[config.mk]
export PLATFORM = sky130hd
export DESIGN_NAME = pcie_link_status_monitor_flat
export DESIGN_NICKNAME = d
export VERILOG_FILES = /design/src/rtl/pcie_link_status_if.sv /design/src/rtl/pcie_link_status_monitor.sv /design/src/flat_wrapper.sv
export SDC_FILE = /design/constraint.sdc
export NUM_CORES = 1
export LEC_CHECK = 0
export CAP_MARGIN = 20
export CELL_PAD_IN_SITES_DETAIL_PLACEMENT = 0
export CELL_PAD_IN_SITES_GLOBAL_PLACEMENT = 1
export CORE_ASPECT_RATIO = 0.9
export CORE_MARGIN = 4
export CORE_UTILIZATION = 33
export CTS_CLUSTER_DIAMETER = 80
export DETAILED_ROUTE_END_ITERATION = 7
export PLACE_DENSITY = 0.71
export SLEW_MARGIN = 10
export SYNTH_ARGS = -nofsm -noshare
export SYNTH_HDL_FRONTEND = slang
export SYNTH_SLANG_ARGS = --single-unit
[constraint.sdc]
create_clock -name user_clk -period 2.2 [get_ports user_clk]
set_input_delay 0.44 -clock user_clk [delete_from_list [all_inputs] [get_ports user_clk]]
set_output_delay 0.44 -clock user_clk [all_outputs]
set_load 0.02 [all_outputs]
[src/rtl/pcie_link_status_if.sv]
// pcie_link_status_if: PCIe core status inputs and link-health outputs of the link status monitor
interface pcie_link_status_if #(
  parameter int FLAP_CNT_WIDTH = 16
);
  logic                      user_lnk_up;
  logic [2:0]                cfg_current_speed;
  logic [3:0]                cfg_negotiated_width;
  logic                      clr_stats;
  logic                      link_stable;
  logic                      lane_width_error;
  logic                      link_speed_error;
  logic                      link_down_sticky;
  logic [FLAP_CNT_WIDTH-1:0] link_down_count;
  logic [3:0]                led;
  modport master (
    output user_lnk_up, cfg_current_speed, cfg_negotiated_width, clr_stats,
    input  link_stable, lane_width_error, link_speed_error, link_down_sticky, link_down_count, led
  );
  modport slave (
    input  user_lnk_up, cfg_current_speed, cfg_negotiated_width, clr_stats,
    output link_stable, lane_width_error, link_speed_error, link_down_sticky, link_down_count, led
  );
endinterface

[src/rtl/pcie_link_status_monitor.sv]
// pcie_link_status_monitor: debounced PCIe link health, flap statistics and status LEDs; LINK_MON_FLAP_CNT_EN enables link_down_count
module pcie_link_status_monitor #(
  parameter int LED_CTR_WIDTH   = 26,
  parameter int EXP_LINK_WIDTH  = 8,
  parameter int EXP_LINK_SPEED  = 4,
  parameter int DEBOUNCE_CYCLES = 1024,
  parameter int FLAP_CNT_WIDTH  = 16
) (
  input logic               user_clk,
  input logic               perst_n,
  pcie_link_status_if.slave bus
);
  localparam int DW = $clog2(DEBOUNCE_CYCLES + 1);
  typedef enum logic [1:0] {DOWN, TRAIN, UP} state_t;
  state_t                   state, state_nx;
  logic [DW-1:0]            deb_cnt, deb_nx;
  logic [LED_CTR_WIDTH-1:0] led_ctr;
  logic                     width_err, speed_err, sticky, drop;
  // link state and debounce counter registers
  always_ff @(posedge user_clk or negedge perst_n) begin
    if (!perst_n) begin
      state   <= DOWN;
      deb_cnt <= '0;
    end else begin
      state   <= state_nx;
      deb_cnt <= deb_nx;
    end
  end
  // debounce FSM: a drop is only an UP->DOWN transition, never an aborted training
  always_comb begin
    state_nx = state;
    deb_nx   = deb_cnt;
    drop     = 1'b0;
    case (state)
      DOWN: if (bus.user_lnk_up) begin
        state_nx = TRAIN;
        deb_nx   = DW'(1);
      end
      TRAIN: if (!bus.user_lnk_up) begin
        state_nx = DOWN;
        deb_nx   = '0;
      end else if (deb_cnt == DW'(DEBOUNCE_CYCLES)) begin
        state_nx = UP;
        deb_nx   = '0;
      end else begin
        deb_nx = deb_cnt + DW'(1);
      end
      UP: if (!bus.user_lnk_up) begin
        state_nx = DOWN;
        drop     = 1'b1;
      end
      default: begin
        state_nx = DOWN;
        deb_nx   = '0;
      end
    endcase
  end
  // free-running heartbeat, error flags gated by the link state they will coexist with, and drop sticky bit
  always_ff @(posedge user_clk or negedge perst_n) begin
    if (!perst_n) begin
      led_ctr   <= '0;
      width_err <= 1'b0;
      speed_err <= 1'b0;
      sticky    <= 1'b0;
    end else begin
      led_ctr   <= led_ctr + LED_CTR_WIDTH'(1);
      width_err <= (state_nx == UP) && (bus.cfg_negotiated_width != 4'(EXP_LINK_WIDTH));
      speed_err <= (state_nx == UP) && (bus.cfg_current_speed != 3'(EXP_LINK_SPEED));
      sticky    <= drop | (sticky & ~bus.clr_stats);
    end
  end
`ifdef LINK_MON_FLAP_CNT_EN
  logic [FLAP_CNT_WIDTH-1:0] flap_cnt;
  // saturating drop counter; a drop coinciding with a clear leaves a count of one
  always_ff @(posedge user_clk or negedge perst_n) begin
    if (!perst_n) flap_cnt <= '0;
    else flap_cnt <= bus.clr_stats ? FLAP_CNT_WIDTH'(drop) : (drop && !(&flap_cnt)) ? flap_cnt + FLAP_CNT_WIDTH'(1) : flap_cnt;
  end
  assign bus.link_down_count = flap_cnt;
`else
  assign bus.link_down_count = '0;
`endif
  assign bus.link_stable      = (state == UP);
  assign bus.lane_width_error = width_err;
  assign bus.link_speed_error = speed_err;
  assign bus.link_down_sticky = sticky;
  assign bus.led[0] = bus.link_stable & ~(sticky & led_ctr[LED_CTR_WIDTH-3]);
  assign bus.led[1] = led_ctr[LED_CTR_WIDTH-1];
  assign bus.led[2] = width_err ? led_ctr[LED_CTR_WIDTH-2] : bus.link_stable;
  assign bus.led[3] = speed_err ? led_ctr[LED_CTR_WIDTH-2] : bus.link_stable;
endmodule
[src/flat_wrapper.sv]
// flat-port wrapper written by rule: the top's interface ports become plain ports
module pcie_link_status_monitor_flat 
#(
  parameter int LED_CTR_WIDTH   = 26,
  parameter int EXP_LINK_WIDTH  = 8,
  parameter int EXP_LINK_SPEED  = 4,
  parameter int DEBOUNCE_CYCLES = 1024,
  parameter int FLAP_CNT_WIDTH  = 16
)
  (user_clk, perst_n, bus_user_lnk_up, bus_cfg_current_speed, bus_cfg_negotiated_width, bus_clr_stats, bus_link_stable, bus_lane_width_error, bus_link_speed_error, bus_link_down_sticky, bus_link_down_count, bus_led);
  pcie_link_status_if #(.FLAP_CNT_WIDTH(FLAP_CNT_WIDTH)) bus_i ();
  input logic user_clk;
  input logic perst_n;
  input wire logic [$bits(bus_i.user_lnk_up)-1:0] bus_user_lnk_up;
  input wire logic [$bits(bus_i.cfg_current_speed)-1:0] bus_cfg_current_speed;
  input wire logic [$bits(bus_i.cfg_negotiated_width)-1:0] bus_cfg_negotiated_width;
  input wire logic [$bits(bus_i.clr_stats)-1:0] bus_clr_stats;
  output wire logic [$bits(bus_i.link_stable)-1:0] bus_link_stable;
  output wire logic [$bits(bus_i.lane_width_error)-1:0] bus_lane_width_error;
  output wire logic [$bits(bus_i.link_speed_error)-1:0] bus_link_speed_error;
  output wire logic [$bits(bus_i.link_down_sticky)-1:0] bus_link_down_sticky;
  output wire logic [$bits(bus_i.link_down_count)-1:0] bus_link_down_count;
  output wire logic [$bits(bus_i.led)-1:0] bus_led;
  assign bus_i.user_lnk_up = bus_user_lnk_up;
  assign bus_i.cfg_current_speed = bus_cfg_current_speed;
  assign bus_i.cfg_negotiated_width = bus_cfg_negotiated_width;
  assign bus_i.clr_stats = bus_clr_stats;
  assign bus_link_stable = bus_i.link_stable;
  assign bus_lane_width_error = bus_i.lane_width_error;
  assign bus_link_speed_error = bus_i.link_speed_error;
  assign bus_link_down_sticky = bus_i.link_down_sticky;
  assign bus_link_down_count = bus_i.link_down_count;
  assign bus_led = bus_i.led;
  pcie_link_status_monitor #(.LED_CTR_WIDTH(LED_CTR_WIDTH), .EXP_LINK_WIDTH(EXP_LINK_WIDTH), .EXP_LINK_SPEED(EXP_LINK_SPEED), .DEBOUNCE_CYCLES(DEBOUNCE_CYCLES), .FLAP_CNT_WIDTH(FLAP_CNT_WIDTH)) u_core (.user_clk(user_clk), .perst_n(perst_n), .bus(bus_i));
endmodule
==> flow_summary.toml, run 1 <==
[synth]
syn-cell-area_mm2 = 0.00215
synth-simple-area-share_pct = 23.0
synth-seq-area-share_pct = 49.0
synth_top_family_by_area = "simple AND/OR/NAND/NOR gates"
ys.warnings.count = 0
synthAdderAreaFrac_pct = 1.75
synth_edf_count = 0
synthXorXnorAreaFrac_pct = 10.2
synthArstFlopShare_pct = 100
syn_area_per_cell_um2 = 10.7
synth_compound_area_share_pct = 6.88
synthFlopType = "dfrtp_1"
synth.area.mux_share_pct = 0.933
ys_types = 41
synth_cells = 201
ys_ff_latch = 42

[power_and_ir_drop]
powerDensity_mw_per_mm2 = 611
power_mw = 1.52
vdd.ir_drop.worst_mv = 0.229
p_leak_nw = 1.18

[floorplanning]
core_area_mm2 = 0.00622
placementRows = 27
die_w_um = 93
dieArea_mm2 = 0.00786
die_h_um = 84.5
initial_core_util_pct = 34.5
ios = 35

[layout]
n_antenna_cell = 0
fill_cells = 629
post-route-cell-area_mm2 = 0.00248
final_cells = 314
drive_above_1_share_pct = 9.25
utilization_pct = 39.9
area_growth_pct = 15.6
final_nets = 240

[clock_network]
h-tree-depth = 2
cts_buffers = 5
cts_tree = "done"
clock-sinks = 42
ctsResizeCount = 3
ctsHoldBuffers = 0
cts_root_buf = "clkbuf_8"
clk_latency_ns = 0.30
cts.clk_slew.worst_paths_ns = 0.08
post_cts_buffers = 0
ctsLongestPathBuffers = 2

[timing]
layout_min_cycle_time_ns = 1.92
fin_setup_tns_ns = 0
fin_crit_sh_pct = 87.2
rsz0062_at_grt = "no"
finalSetupViolations = 0
worst_slew_pin_slew_ns = 0.684
max_freq_mhz = 522
slew_headroom_pct = 54.3
hold_viol_final = 0
whs_ns = 0.206
setup_ws_ns = 0.283
slew_viol_final = 0
skew_ns = 0.00853

[placed_design]
globalplace.congestion = 0.740
dp_cells = 306
placedInstanceArea_mm2 = 0.00237
portBuffers = 18
place_hpwl_um = 2730
pre_cts_slack_ns = 0.189

[critical_path]
crit_path_start_kind = "register"
worstPathRequired_ns = 1.76
crit_path_max_fanout = 7
worstPathArrival_ns = 1.48
r2r_slack_ns = 0.42
endpoint_kind = "output pin"
critical_path_class = "reg2out"

[detailed_routing]
ant_nets = 0
via_per_inst = 4.58
drtPass1Iterations = 4
vias = 1438
avgRoutedWirePerCell_um = 11.9
drc = 0
initialDrtViolationCount = 39
wl_um = 3750

[grt]
overflow = 0
grt_use_met2_pct = 15.6
grt-busiest-layer = "met2"
grt_use_met1_pct = 15.5
grt_pass1_wl_um = 6880
grt_pass1_vias = 1427
grt_max_degree = 43
grt_use_met3_pct = 2.42
antenna_found_initial = 0
grt_usage_pct = 10.8

[run]
max_cap_viol_count = 0

[run_status]
status = "completed"

[worst_hold_path]
min_path_type = "in2async"
## worst paths after layout
kind / startpoint / to / cells past startpoint
worst max register to register: u_core.deb_cnt[0] / u_core.deb_cnt[9] / 7
worst min-delay path: perst_n / u_core.bus.link_speed_error / 2
worst max-delay path: u_core.state[0] / bus_led[2] / 3
worst min register to register: u_core.led_ctr[25] / u_core.led_ctr[25] / 1
max in group asynchronous: perst_n / u_core.led_ctr[1] / 2
min in group user_clk: u_core.led_ctr[25] / u_core.led_ctr[25] / 1
## cells in the final DEF (no fill, tap or decap), types with 6 or more instances in the layout
| cell | n |
|---|---|
| and3_1 | 6 |
| clkdlybuf4s50_1 | 13 |
| conb_1 | 16 |
| dfrtp_1 | 42 |
| inv_1 | 9 |
| nand2_1 | 16 |
| nand3_1 | 21 |
| nand4_1 | 7 |
| nor2_1 | 10 |
| xnor2_1 | 19 |
| xor2_1 | 6 |
## state kept, by name (all words and copies together), names as in the netlist
| register | count |
|---|---|
| u_core.bus.lane_width_error | 1 |
| u_core.state | 2 |
| u_core.led_ctr | 26 |
| u_core.deb_cnt | 11 |
| u_core.bus.link_down_sticky | 1 |
| u_core.bus.link_speed_error | 1 |
## where the power goes
group | total [mW] | switching [mW] | leakage [nW] | internal, mW
logic | 0.105 | 0.0680 | 0.557 | 0.0366
clock network | 0.623 | 0.283 | 0.0585 | 0.340
registers | 0.788 | 0.00974 | 0.567 | 0.778
## per-layer routing
layer	wire [um]	share of wire (%)	up-vias
met1	1920	51	691
li1	-	-	718
met5	0	0	-
met2	1630	43	21
met3	121	3.2	8
met4	79	2.1	0
## logic make-up (layout without fill, tap and decap cells)
| logic type | count (synthesis) | after routing |
|---|---|---|
| and+or+nand+nor | 80 | 80 |
| DFF | 42 | 42 |
| buffers and inverters | 27 | 38 |
| xor gates and xnor gates | 25 | 25 |
| AOI/OAI and AO/OA | 21 | 21 |
| adders and majority gates | 3 | 3 |
| muxes | 2 | 2 |
| other | 1 | 16 |
## cell usage after synthesis (4+ instances only)
| cell | number | share of area, % |
|---|---|---|
| a22o_1 | 4 | 1.6 |
| inv_1 | 9 | 1.6 |
| a21oi_1 | 4 | 0.93 |
| buf_4 | 17 | 5.9 |
| nand4_1 | 7 | 2.0 |
| xor2_1 | 6 | 2.4 |
| nand2_1 | 16 | 2.8 |
| o21ai_0 | 4 | 0.93 |
| dfrtp_1 | 42 | 49 |
| xnor2_1 | 19 | 7.8 |
| nand3_1 | 21 | 4.9 |
| nor2_1 | 10 | 1.7 |
| and3_1 | 6 | 1.7 |
## worst max-delay path: stages (launching register included)
cell and delay [ns]:
dfrtp_1 0.44, nand2b_1 0.24, o21ai_0 0.15, dlygate4sd2_1 0.35
## area by class of cell
| class | instances | area (um2) | area share, % |
|---|---|---|---|
| clock buffers | 5 | 68.8 | 2.77 |
| clock inverters | 3 | 43.8 | 1.77 |
| inverters | 9 | 33.8 | 1.36 |
| multi-input cells | 147 | 978 | 39.4 |
| flip-flops and latches | 42 | 1050 | 42.4 |
| well taps | 87 | 109 | 4.39 |
| repair buffers | 21 | 196 | 7.92 |
(Power assumes the default switching activity.)
==> run 2: changes to the inputs <==
- SETUP_SLACK_MARGIN: default -> 0.15
==> flow_summary.toml, run 2 (same netlist as run 1, synthesis figures left out) <==
[critical_path]
r2r_slack_ns = 0.42
r2r-start = "u_core.deb_cnt[0]"
critical_path_class = "reg2out"
r2r-end = "u_core.deb_cnt[9]"
crit_path_max_fanout = 7
worstPathRequired_ns = 1.76
worstPathArrival_ns = 1.48
r2r_cells = 7
endpoint_kind = "output pin"
crit_path_start_kind = "register"

[clock_network]
cts.clk_slew.worst_paths_ns = 0.08
clock-sinks = 42
cts_buffers = 5
clk_latency_ns = 0.30
h-tree-depth = 2
ctsHoldBuffers = 0
cts_root_buf = "clkbuf_8"
cts_tree = "done"
ctsLongestPathBuffers = 2

[layout]
final_nets = 240
largest_register_ffs = 26
fill_cells = 631
final_cells = 314
reg_top3 = "u_core.led_ctr (26), u_core.deb_cnt (11), u_core.state (2)"
regMostFlops = "u_core.led_ctr"
n_antenna_cell = 0
drive_above_1_share_pct = 9.25
layout_commonest_cell = "dfrtp_1"
area_growth_pct = 15.5
final_cell_mix = "dfrtp_1 (42), nand3_1 (21), xnor2_1 (19), nand2_1 (16), conb_1 (16)"

[floorplanning]
initial_core_util_pct = 34.5
ios = 35
die_w_um = 93
dieArea_mm2 = 0.00786
placementRows = 27
core_area_mm2 = 0.00622
die_h_um = 84.5

[detailed_routing]
initialDrtViolationCount = 39
ant_nets = 0
drc = 0
wl_um = 3750
vias = 1438
drtPass1Iterations = 4
via_per_inst = 4.58
avgRoutedWirePerCell_um = 11.9

[timing]
hold_viol_final = 0
whs_ns = 0.206
fin_crit_sh_pct = 87.2
worst_slew_pin_slew_ns = 0.684
skew_ns = 0.00853
max_freq_mhz = 522
slew_viol_final = 0
finalSetupViolations = 0
fin_setup_tns_ns = 0
rsz0062_at_grt = "no"
layout_min_cycle_time_ns = 1.92
slew_headroom_pct = 54.3

[placed_design]
portBuffers = 18
place_hpwl_um = 2730
globalplace.congestion = 0.740
dp_cells = 306

[grt]
grt_pass1_wl_um = 6880
grt_pass1_vias = 1427
grt_max_degree = 43
overflow = 0
grt_usage_pct = 10.8
antenna_found_initial = 0

[power_and_ir_drop]
powerDensity_mw_per_mm2 = 612
p_leak_nw = 1.17
vdd.ir_drop.worst_mv = 0.229

[run_status]
status = "completed"

[run]
max_cap_viol_count = 0

[worst_hold_path]
min_path_type = "in2async"
run 2: worst max path at each step:
| stage | from | to | slack (ns) |
|---|---|---|---|
| floorplan | u_core.deb_cnt[0] | u_core.deb_cnt[9] | 0.66 |
| global placement | bus_user_lnk_up | u_core.deb_cnt[9] | 0.21 |
| detailed placement | bus_user_lnk_up | u_core.deb_cnt[2] | 0.19 |
| CTS | u_core.state[0] | bus_led[3] | 0.26 |
| global route | u_core.state[0] | bus_led[2] | 0.17 |
| finish | u_core.state[0] | bus_led[2] | 0.28 |
run 2: report_power, final:
group | internal (mW) | switching (mW) | total (mW)
Clock | 0.340 | 0.283 | 0.623
Combinational | 0.0366 | 0.0680 | 0.105
Sequential | 0.778 | 0.00974 | 0.788
run 2: final cells by class:
class	instances	area [um2]	share of cell area, %
Inverter	9	33.8	1.36
Clock buffer	5	68.8	2.78
Multi-Input combinational cell	147	978	39.5
Clock inverter	3	43.8	1.77
Sequential cell	42	1050	42.4
Timing Repair Buffer	21	193	7.78
Tap cell	87	109	4.39
run 2: what timing repair did:
action	in CTS	in global routing
gates resized for setup	4	0
setup buffers	0	0
setup endpoints to repair	4	0
run 2: metrics by stage:
stage	setup WS (ns)	total power, mW	instance area (um2)	utilization (%)
after floorplan	0.662	0.884	2200	-
after global placement	0.207	0.909	2370	38.1
after detailed placement	0.189	0.909	2370	38.1
after CTS	0.260	1.54	2480	39.9
after global routing	0.168	1.59	2480	39.9
final	0.283	1.52	2480	39.9
run 2: worst max-delay path: stages (launching register included):
cell,delay [ns]
dfrtp_1,0.44
nand2b_1,0.24
o21ai_0,0.15
dlygate4sd2_1,0.35
run 2: metal layers:
layer  part of all wire (%)  global-route usage, %  vias up  wire, um
met2                     43                   15.6       21      1630
met1                     51                   15.5      691      1920
li1                       -                      -      718         -
met4                    2.1                   4.79        0        79
met5                      0                      0        -         0
met3                    3.2                   2.42        8       121
